<file path="src/rtl/fm_pp_accum_if.sv">
// Item stream bundle for the partial-product accumulate pipe:
// upstream offer/accept on the in_* side, reduced result on the out_* side.
interface fm_pp_accum_if #(
  parameter int W    = 22,
  parameter int ROWS = 8,
  parameter int EXW  = 8
);
  logic                in_valid;
  logic                in_ready;
  logic [EXW-1:0]      in_ex;
  logic                in_sign;
  logic [W-1:0]        in_sum;
  logic [ROWS*W-1:0]   in_pp;
  logic [W-1:0]        in_pp_next;

  logic                out_valid;
  logic                out_ready;
  logic [EXW-1:0]      out_ex;
  logic                out_sign;
  logic [W-1:0]        out_sum;
  logic [W-1:0]        out_pp_next;
  logic                out_ovf;

  modport master (
    output in_valid, in_ex, in_sign, in_sum, in_pp, in_pp_next, out_ready,
    input  in_ready, out_valid, out_ex, out_sign, out_sum, out_pp_next, out_ovf
  );

  modport slave (
    input  in_valid, in_ex, in_sign, in_sum, in_pp, in_pp_next, out_ready,
    output in_ready, out_valid, out_ex, out_sign, out_sum, out_pp_next, out_ovf
  );
endinterface

</file>
<file path="src/rtl/fm_pp_accum_pipe.sv">
// Partial-product accumulate pipe: stage k adds row k-1 into the running sum,
// one row per stage, with a single global stall enable and sticky carry-out flag.
module fm_pp_accum_pipe #(
  parameter int W    = 22,
  parameter int ROWS = 8,
  parameter int EXW  = 8
) (
  input  logic           CLK,
  input  logic           RESETn,
  input  logic           flush,
  fm_pp_accum_if.slave   bus
);

  logic ce;

  assign ce           = ~bus.out_valid | bus.out_ready;
  assign bus.in_ready = ce;

  for (genvar g = 0; g < ROWS; g++) begin : stg
    logic                  vld_in;
    logic                  ovf_in;
    logic                  sign_in;
    logic [W-1:0]          sum_in;
    logic [W-1:0]          ppn_in;
    logic [EXW-1:0]        ex_in;
    logic [(ROWS-g)*W-1:0] pp_in;

    logic [W-1:0]          add_s;
    logic                  add_c;

    logic                  vld_q;
    logic                  ovf_q;
    logic                  sign_q;
    logic [W-1:0]          sum_q;
    logic [W-1:0]          ppn_q;
    logic [EXW-1:0]        ex_q;

    if (g == 0) begin : head
      assign vld_in  = bus.in_valid;
      assign ovf_in  = 1'b0;
      assign sign_in = bus.in_sign;
      assign sum_in  = bus.in_sum;
      assign ppn_in  = bus.in_pp_next;
      assign ex_in   = bus.in_ex;
      assign pp_in   = bus.in_pp;
    end else begin : link
      assign vld_in  = stg[g-1].vld_q;
      assign ovf_in  = stg[g-1].ovf_q;
      assign sign_in = stg[g-1].sign_q;
      assign sum_in  = stg[g-1].sum_q;
      assign ppn_in  = stg[g-1].ppn_q;
      assign ex_in   = stg[g-1].ex_q;
      assign pp_in   = stg[g-1].dly.pp_q;
    end

    // Row 0 of the remaining rows is consumed here; carry only reaches the ovf flag.
    always_comb begin
      logic c;
      c     = 1'b0;
      add_s = '0;
      for (int i = 0; i < W; i++) begin
        add_s[i] = sum_in[i] ^ pp_in[i] ^ c;
        c        = (sum_in[i] & pp_in[i]) | (c & (sum_in[i] ^ pp_in[i]));
      end
      add_c = c;
    end

    always_ff @(posedge CLK or negedge RESETn) begin
      if (!RESETn) begin
        vld_q  <= 1'b0;
        ovf_q  <= 1'b0;
        sign_q <= 1'b0;
        sum_q  <= '0;
        ppn_q  <= '0;
        ex_q   <= '0;
      end else if (flush) begin
        vld_q <= 1'b0;
        ovf_q <= 1'b0;
      end else if (ce) begin
        vld_q  <= vld_in;
        ovf_q  <= ovf_in | add_c;
        sign_q <= sign_in;
        sum_q  <= add_s;
        ppn_q  <= ppn_in;
        ex_q   <= ex_in;
      end
    end

    // Rows not yet consumed travel with the item; the last stage has none left.
    if (g < ROWS-1) begin : dly
      logic [(ROWS-1-g)*W-1:0] pp_q;

      always_ff @(posedge CLK or negedge RESETn) begin
        if (!RESETn)
          pp_q <= '0;
        else if (ce)
          pp_q <= pp_in[(ROWS-g)*W-1:W];
      end
    end
  end

  assign bus.out_valid   = stg[ROWS-1].vld_q;
  assign bus.out_ovf     = stg[ROWS-1].ovf_q;
  assign bus.out_sign    = stg[ROWS-1].sign_q;
  assign bus.out_sum     = stg[ROWS-1].sum_q;
  assign bus.out_pp_next = stg[ROWS-1].ppn_q;
  assign bus.out_ex      = stg[ROWS-1].ex_q;

endmodule
</file>
<file path="src/flat_wrapper.sv">
// flat-port wrapper written by rule: the top's interface ports become plain ports
module fm_pp_accum_pipe_flat 
#(
  parameter int W    = 22,
  parameter int ROWS = 8,
  parameter int EXW  = 8
)
  (CLK, RESETn, flush, bus_in_valid, bus_in_ex, bus_in_sign, bus_in_sum, bus_in_pp, bus_in_pp_next, bus_out_ready, bus_in_ready, bus_out_valid, bus_out_ex, bus_out_sign, bus_out_sum, bus_out_pp_next, bus_out_ovf);
  fm_pp_accum_if #(.W(W), .ROWS(ROWS), .EXW(EXW)) bus_i ();
  input  logic CLK;
  input  logic RESETn;
  input  logic flush;
  input wire logic [$bits(bus_i.in_valid)-1:0] bus_in_valid;
  input wire logic [$bits(bus_i.in_ex)-1:0] bus_in_ex;
  input wire logic [$bits(bus_i.in_sign)-1:0] bus_in_sign;
  input wire logic [$bits(bus_i.in_sum)-1:0] bus_in_sum;
  input wire logic [$bits(bus_i.in_pp)-1:0] bus_in_pp;
  input wire logic [$bits(bus_i.in_pp_next)-1:0] bus_in_pp_next;
  input wire logic [$bits(bus_i.out_ready)-1:0] bus_out_ready;
  output wire logic [$bits(bus_i.in_ready)-1:0] bus_in_ready;
  output wire logic [$bits(bus_i.out_valid)-1:0] bus_out_valid;
  output wire logic [$bits(bus_i.out_ex)-1:0] bus_out_ex;
  output wire logic [$bits(bus_i.out_sign)-1:0] bus_out_sign;
  output wire logic [$bits(bus_i.out_sum)-1:0] bus_out_sum;
  output wire logic [$bits(bus_i.out_pp_next)-1:0] bus_out_pp_next;
  output wire logic [$bits(bus_i.out_ovf)-1:0] bus_out_ovf;
  assign bus_i.in_valid = bus_in_valid;
  assign bus_i.in_ex = bus_in_ex;
  assign bus_i.in_sign = bus_in_sign;
  assign bus_i.in_sum = bus_in_sum;
  assign bus_i.in_pp = bus_in_pp;
  assign bus_i.in_pp_next = bus_in_pp_next;
  assign bus_i.out_ready = bus_out_ready;
  assign bus_in_ready = bus_i.in_ready;
  assign bus_out_valid = bus_i.out_valid;
  assign bus_out_ex = bus_i.out_ex;
  assign bus_out_sign = bus_i.out_sign;
  assign bus_out_sum = bus_i.out_sum;
  assign bus_out_pp_next = bus_i.out_pp_next;
  assign bus_out_ovf = bus_i.out_ovf;
  fm_pp_accum_pipe #(.W(W), .ROWS(ROWS), .EXW(EXW)) u_core (.CLK(CLK), .RESETn(RESETn), .flush(flush), .bus(bus_i));
endmodule
</file>
<file path="config.mk">
export PLATFORM = sky130hd
export DESIGN_NAME = fm_pp_accum_pipe_flat
export DESIGN_NICKNAME = d
export VERILOG_FILES = /design/src/rtl/fm_pp_accum_if.sv /design/src/rtl/fm_pp_accum_pipe.sv /design/src/flat_wrapper.sv
export SDC_FILE = /design/constraint.sdc
export NUM_CORES = 2
export LEC_CHECK = 0
export CAP_MARGIN = 20
export CORE_MARGIN = 5
export CORE_UTILIZATION = 35
export DETAILED_ROUTE_END_ITERATION = 16
export DONT_BUFFER_PORTS = 1
export PLACE_DENSITY = 0.52
export SYNTH_ARGS = -nofsm -noshare
export SYNTH_HDL_FRONTEND = slang
export SYNTH_SLANG_ARGS = --single-unit
</file>
<file path="constraint.sdc">
create_clock -name CLK -period 16.75 [get_ports CLK]
set_clock_uncertainty 0.15 [all_clocks]
set_input_delay 0.8375 -clock CLK [delete_from_list [all_inputs] [get_ports CLK]]
set_output_delay 0.8375 -clock CLK [all_outputs]
set_load 0.02 [all_outputs]
</file>
## After elaboration in Yosys (flattened, before gate mapping)

Cells that the tools add are included.

- Add/subtract/negate cells: 0
- Multipliers: 0
- Divide/modulo/power cells: 0
- Magnitude comparators: 0
- Eq/ne operators: 0
- Shift operators: 0
- Muxes and demuxes: 32
- Bitwise gates (word level): 866
- Reductions and logical operators: 2

Operators with widths:

| operator | count |
|---|---|
| $and 1x1->1 | 344 |
| $xor 1x1->1 | 344 |
| $or 1x1->1 | 176 |
| $mux 1 | 32 |
| $not 1->1 | 2 |
| $reduce_and 2->1 | 1 |
| $reduce_bool 2->1 | 1 |

- Flip-flop bits (word level): 1056
- Bits in latches: 0
- RAM bits: 0
- ROM bits: 0
- Output and inout port bits: 56
- Memories: 0

## Longest topological paths before layout

- Depth in word-level cells: 46
- Depth in mapped cells: 28
- Depth with buffers taken out: 28

## Worst setup path before layout

No wires, ideal clock.

- Path type: register -> register
- From: reg u_core.stg[0].dly.pp_q[0]
- To: reg u_core.stg[1].sum_q[21]
- Setup time: 127 ps
- Arrival time: 10373 ps
- Required time: 16473 ps
- Setup slack: 6100 ps
- Cell stages (with the launch flop): 24
- Period minus slack after synthesis: 10650 ps
- Cell sequence: dfrtp_1 -> ha_1 -> fa_1 -> fa_1 -> fa_1 -> fa_1 -> fa_1 -> fa_1 -> fa_1 -> fa_1 -> fa_1 -> fa_1 -> fa_1 -> fa_1 -> fa_1 -> fa_1 -> fa_1 -> fa_1 -> fa_1 -> fa_1 -> fa_1 -> fa_1 -> fa_1 -> mux2_1

- Cells in the longest elaborated chain, start to end: 42

Ends and longest elaborated chain:

| element | line | text |
|---|---|---|
| start, declared | fm_pp_accum_pipe.sv:91 | `logic [(ROWS-1-g)*W-1:0] pp_q;` |
| start signal, assigned | fm_pp_accum_pipe.sv:97 | `pp_q <= pp_in[(ROWS-g)*W-1:W];` |
| $and 1x1->1 (2 in a row) | fm_pp_accum_pipe.sv:63 | `c = (sum_in[i] & pp_in[i]) \| (c & (sum_in[i] ^ pp_in[i]));` |
| $or 1x1->1 | fm_pp_accum_pipe.sv:63 |  |
| $and 1x1->1 | fm_pp_accum_pipe.sv:63 |  |
| $or 1x1->1 | fm_pp_accum_pipe.sv:63 |  |
| $and 1x1->1 | fm_pp_accum_pipe.sv:63 |  |
| $or 1x1->1 | fm_pp_accum_pipe.sv:63 |  |
| $and 1x1->1 | fm_pp_accum_pipe.sv:63 |  |
| $or 1x1->1 | fm_pp_accum_pipe.sv:63 |  |
| (+26 left out) | - |  |
| $and 1x1->1 | fm_pp_accum_pipe.sv:63 |  |
| $or 1x1->1 | fm_pp_accum_pipe.sv:63 |  |
| $and 1x1->1 | fm_pp_accum_pipe.sv:63 |  |
| $or 1x1->1 | fm_pp_accum_pipe.sv:63 |  |
| $and 1x1->1 | fm_pp_accum_pipe.sv:63 |  |
| $or 1x1->1 | fm_pp_accum_pipe.sv:63 |  |
| $xor 1x1->1 | fm_pp_accum_pipe.sv:62 | `add_s[i] = sum_in[i] ^ pp_in[i] ^ c;` |
| named net u_core.stg[1].add_s[21] | fm_pp_accum_pipe.sv:28 | `logic [W-1:0] add_s;` |
| end signal, assigned | fm_pp_accum_pipe.sv:83 | `sum_q <= add_s;` |
| end, declared | fm_pp_accum_pipe.sv:34 | `logic [W-1:0] sum_q;` |

The timed path passes the listed nets, and every way through them passes these cells.
A chain may end at the register's enable or synchronous reset.

## Worst setup path in the final report

- From: reg u_core.stg[6].dly.pp_q[0]
- To: reg u_core.stg[7].sum_q[21] (netlist: u_core.bus.out_sum[21])

- Cells in the longest elaborated chain, start to end: 42

Ends and longest elaborated chain:

| element | line |
|---|---|
| start, declared | fm_pp_accum_pipe.sv:91 |
| start signal, assigned | fm_pp_accum_pipe.sv:97 |
| $and 1x1->1 (2 in a row) | fm_pp_accum_pipe.sv:63 |
| $or 1x1->1 | fm_pp_accum_pipe.sv:63 |
| $and 1x1->1 | fm_pp_accum_pipe.sv:63 |
| $or 1x1->1 | fm_pp_accum_pipe.sv:63 |
| $and 1x1->1 | fm_pp_accum_pipe.sv:63 |
| $or 1x1->1 | fm_pp_accum_pipe.sv:63 |
| $and 1x1->1 | fm_pp_accum_pipe.sv:63 |
| $or 1x1->1 | fm_pp_accum_pipe.sv:63 |
| (+26 left out) | - |
| $and 1x1->1 | fm_pp_accum_pipe.sv:63 |
| $or 1x1->1 | fm_pp_accum_pipe.sv:63 |
| $and 1x1->1 | fm_pp_accum_pipe.sv:63 |
| $or 1x1->1 | fm_pp_accum_pipe.sv:63 |
| $and 1x1->1 | fm_pp_accum_pipe.sv:63 |
| $or 1x1->1 | fm_pp_accum_pipe.sv:63 |
| $xor 1x1->1 | fm_pp_accum_pipe.sv:62 |
| named net u_core.stg[7].add_s[21] | fm_pp_accum_pipe.sv:28 |
| end signal, assigned | fm_pp_accum_pipe.sv:83 |
| end, declared | fm_pp_accum_pipe.sv:34 |

The timed path passes the listed nets, and every way through them passes these cells.

==> flow_metrics.env <==
export IMPL_cts_inserted_buffers=117
export IMPL_worst_endpoint_arrival_ns=11.49
export IMPL_logic_depth_of_the_worst_setup_path_including_buffers=23
export IMPL_clock_pin_transition_on_the_worst_setup_and_hold_timing_paths_ns=0.06
export IMPL_grt_antenna_before_repair=12
export IMPL_r2r_startpoint="u_core.stg[6].dly.pp_q[0]"
export IMPL_die_area_mm2=0.130
export IMPL_final_max_slew_violation_count=0
export IMPL_clockRootBuffer="clkbuf_16"
export IMPL_postSynthNetCount=4168
export IMPL_htree_num_levels=3
export IMPL_power_static_leakage_nw=22.9
export IMPL_synth_warning_count=0
export IMPL_groute_usage_overall=0.143
export IMPL_drt_via_density=4.51
export IMPL_final_period_minus_worst_setup_slack_ns=11.03
export IMPL_yosys_area_top_type_share=0.615
export IMPL_power_share_sequential=0.483
export IMPL_cp_slowest_stage_delay_ns=0.57
export IMPL_yosysMostFrequentCell="nand2_1"
export IMPL_grt_pass1_vias=25652
export IMPL_detailed_router_s_first_iteration_violation_count=1681
export IMPL_p_total_mw=7.12
export IMPL_synthToLayoutAreaGrowth_pct=12.7
export IMPL_cell_by_cell_listing_of_the_critical_path="ha_1 > fa_1 > fa_1 > fa_1 > fa_1 > fa_1 > fa_1 > fa_1 > fa_1 > fa_1 > fa_1 > fa_1 > fa_1 > fa_1 > fa_1 > fa_1 > fa_1 > fa_1 > fa_1 > fa_1 > fa_1 > fa_1 > mux2_2"
export IMPL_critPathMostFrequentCell="fa_1"
export IMPL_grt_setup_unrepaired="no"
export IMPL_final_area_mm2=0.0484
export IMPL_power_share_combinational=0.156
export IMPL_cp_bufs_invs=0
export IMPL_max_freq_mhz=90.7
export IMPL_clock_latency_ns=0.72
export IMPL_slew_headroom=0.116
export IMPL_yosys_register_bits=1056
export IMPL_gp_congestion=0.752
export IMPL_post_synth_main_area_contributors="dfrtp_1, nand2_1, fa_1, mux2_1, mux2_2"
export IMPL_finish_cell_count_without_fillers=5460
export IMPL_grt_overflow=0
export IMPL_grt_pass1_wl_um=149000
export IMPL_fp_coreArea_mm2=0.122
export IMPL_ffs_w_async_s_r_synth=1.00
export IMPL_setup_tns_final_ns=0
export IMPL_hold_slack_ns=0.0520
export IMPL_power_density_mw_per_mm2=147
export IMPL_place_hpwl_um=58100
export IMPL_drt_wl_total_um=92500
export IMPL_starting_utilization_of_the_core_area=0.352
export IMPL_worst_r2r_endpoint="u_core.bus.out_sum[21]"
export IMPL_synthesis_area_per_instance_um2=11.4
export IMPL_antenna_left=0
export IMPL_place_detailed_instances=5211
export IMPL_drt_drc_violations_left=0
export IMPL_hold_viol_final=0
export IMPL_numPortBuffers=0
export IMPL_cp_start_kind="register"
export IMPL_synth_edff_count=0
export IMPL_power_share_switching=0.282
export IMPL_drt_pass1_iter_count=5
export IMPL_routedWlPerCell_um=16.9
export IMPL_netlist_area_mm2=0.0430
export IMPL_num_rows=128
export IMPL_maxCapViolCount=0
export IMPL_dieWidth_um=360
export IMPL_rr_worst_depth=23
export IMPL_critical_path_slowest_cell="fa_1"
export IMPL_cell_internal_pwr_mw=5.12
export IMPL_status="complete, no violations"
export IMPL_path_delay_family="adder cells"
export IMPL_finalSetupViolations=0
export IMPL_grt_max_degree=1057
export IMPL_critical_path_peak_fanout=2
export IMPL_yosys_cell_types_count=20
export IMPL_cts_sinks=1056
export IMPL_die_height_um=360
export IMPL_placed_area_mm2=0.0441
export IMPL_io_pins=290
export IMPL_ctsResizeCount=0
export IMPL_layout_nets=4149
export IMPL_clock_path_buffers=3
export IMPL_tightest_slew_ns=1.33
export IMPL_ys_dominant_reg_cell="dfrtp_1"
export IMPL_crit_type="register to register"
export IMPL_endpoint="u_core.bus.out_sum[21]"
export IMPL_synth_seq_area_share=0.615
export IMPL_reg2reg_slack_ns=5.72
export IMPL_layout_drive_gt1_share=0.0919
export IMPL_synth_commonest_cells="nand2_1, dfrtp_1, mux2_1, fa_1, mux2_2"
export IMPL_cts_repair_timing_setup_buffer_count=0
export IMPL_clkPwrFrac=0.361
export IMPL_min_delay_path_class="primary input to async pin"
export IMPL_power_net_switching_mw=2.01
export IMPL_worstPathRequired_ns=17.21
export IMPL_synth_top_cell_by_area="dfrtp_1"
export IMPL_crit_share_post_route=0.658
export IMPL_timing_critical_path_from="u_core.stg[6].dly.pp_q[0]"
export IMPL_syn_inst=3758
export IMPL_dr_total_vias=24636
export IMPL_cts_tree="built"
export IMPL_ir_drop_uv=97.2
export IMPL_endpoint_type_of_the_worst_setup_path="register"
==> per-stage QoR <==
step / setup WS (ns) / util
after CTS: 5.62 / 0.396
after detailed placement: 5.64 / 0.362
after global placement: 5.74 / 0.362
final: 5.72 / 0.397
after global routing: 5.36 / 0.397
after floorplan: 6.10 / -
==> worst register-to-register path, stage by stage, from the launching register on <==
cell     delay [ns]
dfrtp_1        0.39
ha_1           0.23
fa_1           0.45
fa_1           0.46
fa_1           0.46
fa_1           0.47
fa_1           0.46
fa_1           0.46
fa_1           0.46
fa_1           0.47
fa_1           0.46
fa_1           0.47
fa_1           0.57
fa_1           0.50
fa_1           0.47
fa_1           0.47
fa_1           0.47
fa_1           0.47
fa_1           0.46
fa_1           0.46
fa_1           0.46
fa_1           0.46
fa_1           0.47
mux2_2         0.27
==> repair_timing <==
action / 4_1_cts / 5_1_grt
hold buffers: 26 / 1
endpoints found under the setup margin: 0 / 0
hold endpoints to repair: 1097 / 8
==> routing by layer <==
metal,up-vias,track usage,part of all wire
met2,357,0.217,0.45
met5,-,0,0.00059
met3,137,0.0393,0.054
li1,11775,-,-
met4,8,0.0385,0.023
met1,12359,0.204,0.47
==> worst min path at each step <==
| stage | endpoint | slack [ns] | depth (start not counted) |
|---|---|---|---|
| 5_1_grt | u_core.stg[0].dly.pp_q[102] | 0.02 | 2 |
| 3_3_place_gp | u_core.stg[2].dly.pp_q[95] | 0.30 | 2 |
| 4_1_cts | u_core.stg[6].ex_q[4] | -0.32 | 0 |
| 2_1_floorplan | u_core.stg[0].dly.pp_q[100] | 0.29 | 2 |
| 6_report | u_core.bus.out_ex[5] | 0.05 | 1 |
| 3_5_place_dp | u_core.stg[5].dly.pp_q[29] | 0.30 | 2 |
==> power groups by stage <==
stage	registers, mW	logic, mW	clock network [mW]
2_1_floorplan	3.31	0.757	0
3_3_place_gp	3.49	1.05	0
3_5_place_dp	3.50	1.07	0
4_1_cts	3.45	1.10	2.67
5_1_grt	3.50	1.29	2.77
6_report	3.44	1.11	2.57
==> layout by cell type, fill, tap and decap left out, drive strengths merged, types with 10 or more instances in the layout <==
cell,synthesis,final
mux2,421,421
inv,13,19
buf,122,24
dlygate4sd3,0,27
nor2,10,10
fa,168,168
clkinv,0,20
clkbuf,67,176
nand2,1862,1862
dfrtp,1056,1056
nor3,14,14
==> cell families after synthesis <==
logic type	count (synthesis)	share of synthesized area
AOI/OAI and AO/OA	15	0.00175
muxes	421	0.110
DFF	1056	0.615
buffers and inverters	202	0.0261
and+or+nand+nor	1888	0.166
adders and majority gates	176	0.0806
==> state kept, by name, summed over array words and instances (netlist names) <==
register	count
u_core.stg.dly.pp_q	616
u_core.bus.out_sum	22
u_core.stg.ppn_q	154
u_core.bus.out_sign	1
u_core.stg.vld_q	7
u_core.bus.out_pp_next	22
u_core.bus.out_ovf	1
u_core.bus.out_valid	1
u_core.stg.ovf_q	7
u_core.stg.ex_q	56
u_core.stg.sum_q	154
u_core.stg.sign_q	7
u_core.bus.out_ex	8
==> layout make-up <==
cell class,count,area (um2)
inverters,13,56.3
flip-flops and latches,1056,26400
clock inverters,36,444
clock buffers,176,3430
diodes,3,7.51
fillers,11895,73500
well taps,1625,2030
multi-input cells,2500,15400
repair buffers,51,608
Note: power is estimated with default switching activity, not from simulation.
